[src/rtl/cdb_pkg.sv]
// Shared types and constants for the common-data-bus arbiter.
//   REG_W / TAG_W / DATA_W : destination register, tag and result widths
//   cdb_entry_t            : one buffered result (dst, tag, data)
//   SRC_INT / SRC_MEM      : encoding of the broadcast source
package cdb_pkg;

    localparam int unsigned REG_W  = 5;
    localparam int unsigned TAG_W  = 5;
    localparam int unsigned DATA_W = 32;

    typedef struct packed {
        logic [REG_W-1:0]  dst;
        logic [TAG_W-1:0]  tag;
        logic [DATA_W-1:0] data;
    } cdb_entry_t;

    localparam logic SRC_INT = 1'b0;
    localparam logic SRC_MEM = 1'b1;

endpackage

[src/rtl/cdb_fifo.sv]
// Per-source result FIFO feeding the CDB arbiter.
//   clk, rst (sync, active-high), flush : clock, reset, discard contents
//   push, din                           : write request and entry (ignored when full)
//   pop                                 : read request (ignored when empty)
//   full, empty, head                   : status from registered count, oldest entry
module cdb_fifo
    import cdb_pkg::*;
#(
    parameter int unsigned DEPTH = 4
) (
    input  logic       clk,
    input  logic       rst,
    input  logic       flush,
    input  logic       push,
    input  cdb_entry_t din,
    input  logic       pop,
    output logic       full,
    output logic       empty,
    output cdb_entry_t head
);

    localparam int unsigned PTR_W = $clog2(DEPTH);
    localparam int unsigned CNT_W = $clog2(DEPTH + 1);

    logic [PTR_W-1:0] r_wr_ptr;
    logic [PTR_W-1:0] r_rd_ptr;
    logic [CNT_W-1:0] r_count;
    cdb_entry_t       r_mem [DEPTH];

    logic w_push;
    logic w_pop;

    assign full   = (r_count == CNT_W'(DEPTH));
    assign empty  = (r_count == '0);
    assign head   = r_mem[r_rd_ptr];
    assign w_push = push && !full;
    assign w_pop  = pop && !empty;

    // Pointers wrap naturally since DEPTH is a power of two.
    always_ff @(posedge clk) begin
        if (rst || flush) begin
            r_wr_ptr <= '0;
            r_rd_ptr <= '0;
            r_count  <= '0;
        end else begin
            if (w_push) r_wr_ptr <= r_wr_ptr + PTR_W'(1);
            if (w_pop)  r_rd_ptr <= r_rd_ptr + PTR_W'(1);
            case ({w_push, w_pop})
                2'b10:   r_count <= r_count + CNT_W'(1);
                2'b01:   r_count <= r_count - CNT_W'(1);
                default: r_count <= r_count;
            endcase
        end
    end

    // Storage needs no reset; validity is tracked by the count.
    always_ff @(posedge clk) begin
        if (w_push) r_mem[r_wr_ptr] <= din;
    end

endmodule

[src/rtl/cdb_arbiter.sv]
// Merges integer-pipe and load-pipe results onto a registered common data bus.
// Config macro: CDB_RR_ARB_EN -- round-robin between sources when both are
// pending; undefined selects fixed priority with INT always winning.
//   clk, rst (sync, active-high)            : clock and reset
//   int_we/dst/tag/data, int_ready          : integer-pipe result in, FIFO not full
//   mem_we/dst/tag/data, mem_ready          : load-pipe result in, FIFO not full
//   flush                                   : drop all buffered and in-flight results
//   cdb_stall                               : consumer back-pressure, holds cdb_*
//   cdb_valid/dst/tag/data, cdb_src         : registered broadcast and its source
//   cdb_rf_we                               : register-file write enable (dst != 0)
module cdb_arbiter
    import cdb_pkg::*;
#(
    parameter int unsigned DEPTH = 4
) (
    input  logic              clk,
    input  logic              rst,
    input  logic              int_we,
    input  logic [REG_W-1:0]  int_dst,
    input  logic [TAG_W-1:0]  int_tag,
    input  logic [DATA_W-1:0] int_data,
    output logic              int_ready,
    input  logic              mem_we,
    input  logic [REG_W-1:0]  mem_dst,
    input  logic [TAG_W-1:0]  mem_tag,
    input  logic [DATA_W-1:0] mem_data,
    output logic              mem_ready,
    input  logic              flush,
    input  logic              cdb_stall,
    output logic              cdb_valid,
    output logic [REG_W-1:0]  cdb_dst,
    output logic [TAG_W-1:0]  cdb_tag,
    output logic [DATA_W-1:0] cdb_data,
    output logic              cdb_rf_we,
    output logic              cdb_src
);

    cdb_entry_t w_int_in, w_mem_in, w_int_head, w_mem_head, w_sel;
    logic       w_int_full, w_mem_full, w_int_empty, w_mem_empty;
    logic       w_int_ne, w_mem_ne, w_do_pop, w_grant_src;

    logic       r_cdb_valid;
    logic       r_cdb_src;
    cdb_entry_t r_cdb;

    assign w_int_in = '{dst: int_dst, tag: int_tag, data: int_data};
    assign w_mem_in = '{dst: mem_dst, tag: mem_tag, data: mem_data};
    assign w_int_ne = !w_int_empty;
    assign w_mem_ne = !w_mem_empty;
    assign w_do_pop = !flush && !cdb_stall && (w_int_ne || w_mem_ne);

    cdb_fifo #(.DEPTH(DEPTH)) u_int_fifo (
        .clk   (clk),
        .rst   (rst),
        .flush (flush),
        .push  (int_we),
        .din   (w_int_in),
        .pop   (w_do_pop && (w_grant_src == SRC_INT)),
        .full  (w_int_full),
        .empty (w_int_empty),
        .head  (w_int_head)
    );

    cdb_fifo #(.DEPTH(DEPTH)) u_mem_fifo (
        .clk   (clk),
        .rst   (rst),
        .flush (flush),
        .push  (mem_we),
        .din   (w_mem_in),
        .pop   (w_do_pop && (w_grant_src == SRC_MEM)),
        .full  (w_mem_full),
        .empty (w_mem_empty),
        .head  (w_mem_head)
    );

`ifdef CDB_RR_ARB_EN
    logic r_last_grant;

    // When both sources are pending, the one not served last wins.
    always_comb begin
        w_grant_src = SRC_INT;
        if (w_int_ne && w_mem_ne) w_grant_src = ~r_last_grant;
        else if (w_mem_ne)        w_grant_src = SRC_MEM;
    end

    always_ff @(posedge clk) begin
        if (rst)           r_last_grant <= SRC_INT;
        else if (w_do_pop) r_last_grant <= w_grant_src;
    end
`else
    // Fixed priority: MEM only when INT has nothing pending.
    assign w_grant_src = (!w_int_ne && w_mem_ne) ? SRC_MEM : SRC_INT;
`endif

    assign w_sel = (w_grant_src == SRC_MEM) ? w_mem_head : w_int_head;

    // Broadcast register: flush beats stall; stall freezes everything.
    always_ff @(posedge clk) begin
        if (rst) begin
            r_cdb_valid <= 1'b0;
            r_cdb_src   <= SRC_INT;
            r_cdb       <= '0;
        end else if (flush) begin
            r_cdb_valid <= 1'b0;
        end else if (!cdb_stall) begin
            r_cdb_valid <= w_do_pop;
            if (w_do_pop) begin
                r_cdb     <= w_sel;
                r_cdb_src <= w_grant_src;
            end
        end
    end

    assign int_ready = !w_int_full;
    assign mem_ready = !w_mem_full;
    assign cdb_valid = r_cdb_valid;
    assign cdb_dst   = r_cdb.dst;
    assign cdb_tag   = r_cdb.tag;
    assign cdb_data  = r_cdb.data;
    assign cdb_src   = r_cdb_src;
    assign cdb_rf_we = r_cdb_valid && (r_cdb.dst != '0);

endmodule

[config.mk]
export PLATFORM = sky130hd
export DESIGN_NAME = cdb_arbiter
export DESIGN_NICKNAME = d
export VERILOG_FILES = /design/src/rtl/cdb_pkg.sv /design/src/rtl/cdb_fifo.sv /design/src/rtl/cdb_arbiter.sv
export SDC_FILE = /design/constraint.sdc
export NUM_CORES = 1
export LEC_CHECK = 0
export ABC_AREA = 1
export BUFFER_PORTS_ARGS = -buffer_cell sky130_fd_sc_hd__buf_4
export CORE_MARGIN = 8
export CORE_UTILIZATION = 47
export DETAILED_ROUTE_END_ITERATION = 8
export GPL_TIMING_DRIVEN = 0
export PLACE_DENSITY = 0.65
export SLEW_MARGIN = 20
export SYNTH_ARGS = -nofsm -noshare
export SYNTH_HDL_FRONTEND = slang
export SYNTH_SLANG_ARGS = --single-unit
[constraint.sdc]
create_clock -name clk -period 8.05 [get_ports clk]
set_input_delay 1.61 -clock clk [delete_from_list [all_inputs] [get_ports clk]]
set_output_delay 1.61 -clock clk [all_outputs]
set_load 0.02 [all_outputs]
==> reports/metrics.yaml <==
period_share_pct: 39.1
root_buffer: "clkbuf_16"
yosysTopAreaCell: "edfxtp_1"
core_region_area_um2: 35400
grt_overflow_total: 0
place_inst: 2305
die_area_um2: 42100
gp_congestion: 0.817
grt_pass1_vias: 11400
fill_cells: 2961
holdPathStages: 2
viasPerCell: 4.83
min-delay-start: "cdb_src$_SDFFE_PP0P_"
clk_pin_slew_ps: 60
synth_nets: 1798
rr_worst_depth: 12
firstDrtPassIters: 5
syn-cell-area_um2: 16800
antenna_found_initial: 3
cts_buffers: 40
hpwl_um: 28800
post-place-ws_ps: 4630
rows: 69
wl_per_cell_um: 17.0
r2r_slack_ps: 5620
crit_fanout: 3
crit_start: "cdb_dst[4]$_SDFFE_PP0P_"
synth.distinct_cells: 24
stdcell_count: 2379
stdcell_area_um2: 20100
cap_violations: 0
clk-insertion-delay-late_ps: 530
layout_commonest_cell: "nand2_1"
yosys.area.top_type_share_pct: 60.0
die_w_um: 205
area_growth_pct: 19.6
path_class: "register to output pin"
ctsHoldBuffers: 0
start_kind: "register"
worstPathArrival_ps: 1540
remaining_drc_errors: 0
io_buffers: 135
outcome: "finished, final reports clean"
synth_edf_count: 336
r2r_end: "u_mem_fifo.r_count[2]$_SDFFE_PP0P_"
cts_buffer_depth: 3
boundaryPins: 137
synthTopCellsByArea: "edfxtp_1 (60%), nand2_1 (12%), dfxtp_1 (7.4%)"
drtIter0Drc: 726
setup_viol: 0
power.density_nw_per_um2: 225
max_freq_mhz: 318
start_util_pct: 47.5
grt_max_degree: 24
syn_inst: 1696
ys_seq_area_share_pct: 67.4
finalHoldViolCount: 0
hp-class: "register to register"
route.final.wire_length_um: 40400
reg2reg_from: "u_int_fifo.r_count[0]$_SDFFE_PP0P_"
htreeDepth: 2
slew_viol_final: 0
yosys_register_bits: 398
hold_end: "cdb_src$_SDFFE_PP0P_"
layout_common_cells: "nand2_1 (554), edfxtp_1 (336), inv_1 (296)"
finalCriticalPeriod_ps: 3150
dr_total_vias: 11500
ys.warnings.count: 0
synth-main-ff-cell: "edfxtp_1"
dpl_cell_area_um2: 18800
fin_ws_ps: 4900
cts_resized: 0
ant_nets: 0
worstMarginPinSlew_ps: 748
power.leakage_uw: 0.00892
final_net_count: 1988
critPathRequiredTime_ps: 6440
ys_async_sr_fraction_pct: 0
p_total_uw: 4530
cts_tree: "yes"
final_layout_size_suffix_gt1_share_pct: 14.7
grt_pass1_wl_um: 62100
ir_worst_vdd_mv: 0.157
cts_sinks: 398
syn_area_per_cell_um2: 9.92
rsz0062_at_grt: "false"
finalSetupTns_ps: 0
slew_headroom_pct: 50.0
post_cts_buffers: 0
grt.total_usage_pct: 19.1
endpoint_kind: "output pin"
clock_skew_ps: 15.3
die_h_um: 205
cells in the mapped netlist (10+ instances only):
cell type / n
nor2_1: 81
ha_1: 10
edfxtp_1: 336
dfxtp_1: 62
buf_6: 10
o21ai_0: 43
nand3_1: 146
nand2_1: 554
clkbuf_1: 25
a21oi_1: 61
inv_1: 296
buf_2: 37
cell type report:
cell class	instances	area, µm²	area share, %
Clock buffer	55	1100	5.46
Sequential cell	398	11300	56.3
Clock inverter	18	223	1.11
Tap cell	461	577	2.87
Inverter	305	1140	5.69
Buffer	75	403	2.00
Timing Repair Buffer	148	1330	6.63
Antenna cell	1	2.50	0.0124
Multi-Input combinational cell	918	4000	19.9
metrics by stage:
stage / utilization, % / hold slack [ps]
final: 56.8 / 477
after global routing: 56.8 / 500
after CTS: 56.8 / 472
after detailed placement: 53.1 / 462
after global placement: 52.0 / 447
after floorplan: - / 436
registers in the layout (all words and copies together), names as in the netlist, 2 cells and up, named ones only:
signal,cells
cdb_data,32
cdb_dst,5
cdb_tag,5
u_int_fifo.r_count,3
u_int_fifo.r_mem,168
u_int_fifo.r_rd_ptr,2
u_int_fifo.r_wr_ptr,2
u_mem_fifo.r_count,3
u_mem_fifo.r_mem,168
u_mem_fifo.r_rd_ptr,2
u_mem_fifo.r_wr_ptr,2
metal layers:
metal	vias up	global-route usage (%)	part of all wire (%)	wire, µm
li1	5750	-	-	-
met1	5388	24.0	42	16800
met2	277	32.8	49	19900
met3	77	3.65	6.1	2470
met4	4	6.15	2.8	1130
met5	-	0	0.077	31
worst max-delay path, cell delays in order, from the launching register on:
cell	delay, ps
dfxtp_1	400
nor4_1	300
nand2_1	80
nand2_1	60
inv_1	30
buf_4	150
power breakdown:
part / internal, µW / total (µW) / switching (µW)
combinational: 122 / 331 / 208
sequential: 2310 / 2330 / 27.3
clock: 1120 / 1860 / 745
how the worst max path moves through the flow:
stage,to,slack (ps)
6_report,cdb_rf_we,4900
5_1_grt,cdb_rf_we,4830
4_1_cts,cdb_rf_we,4860
3_5_place_dp,u_mem_fifo.r_count[2]$_SDFFE_PP0P_,4630
3_3_place_gp,u_int_fifo.r_mem[1][13]$_DFFE_PP_,2430
2_1_floorplan,u_mem_fifo.r_mem[0][0]$_DFFE_PP_,4040
cell families after synthesis:
kind of cell / count (synthesis) / share of synthesized area, %
AO/OA/AOI/OAI: 110 / 3.29
XOR/XNOR: 1 / 0.0521
adder cells (fa/ha/maj): 12 / 0.982
buffers and inverters: 380 / 9.20
flip-flops: 398 / 67.4
AND/OR/NAND/NOR: 795 / 19.1
No activity file was read; power rests on OpenSTA's default activity.
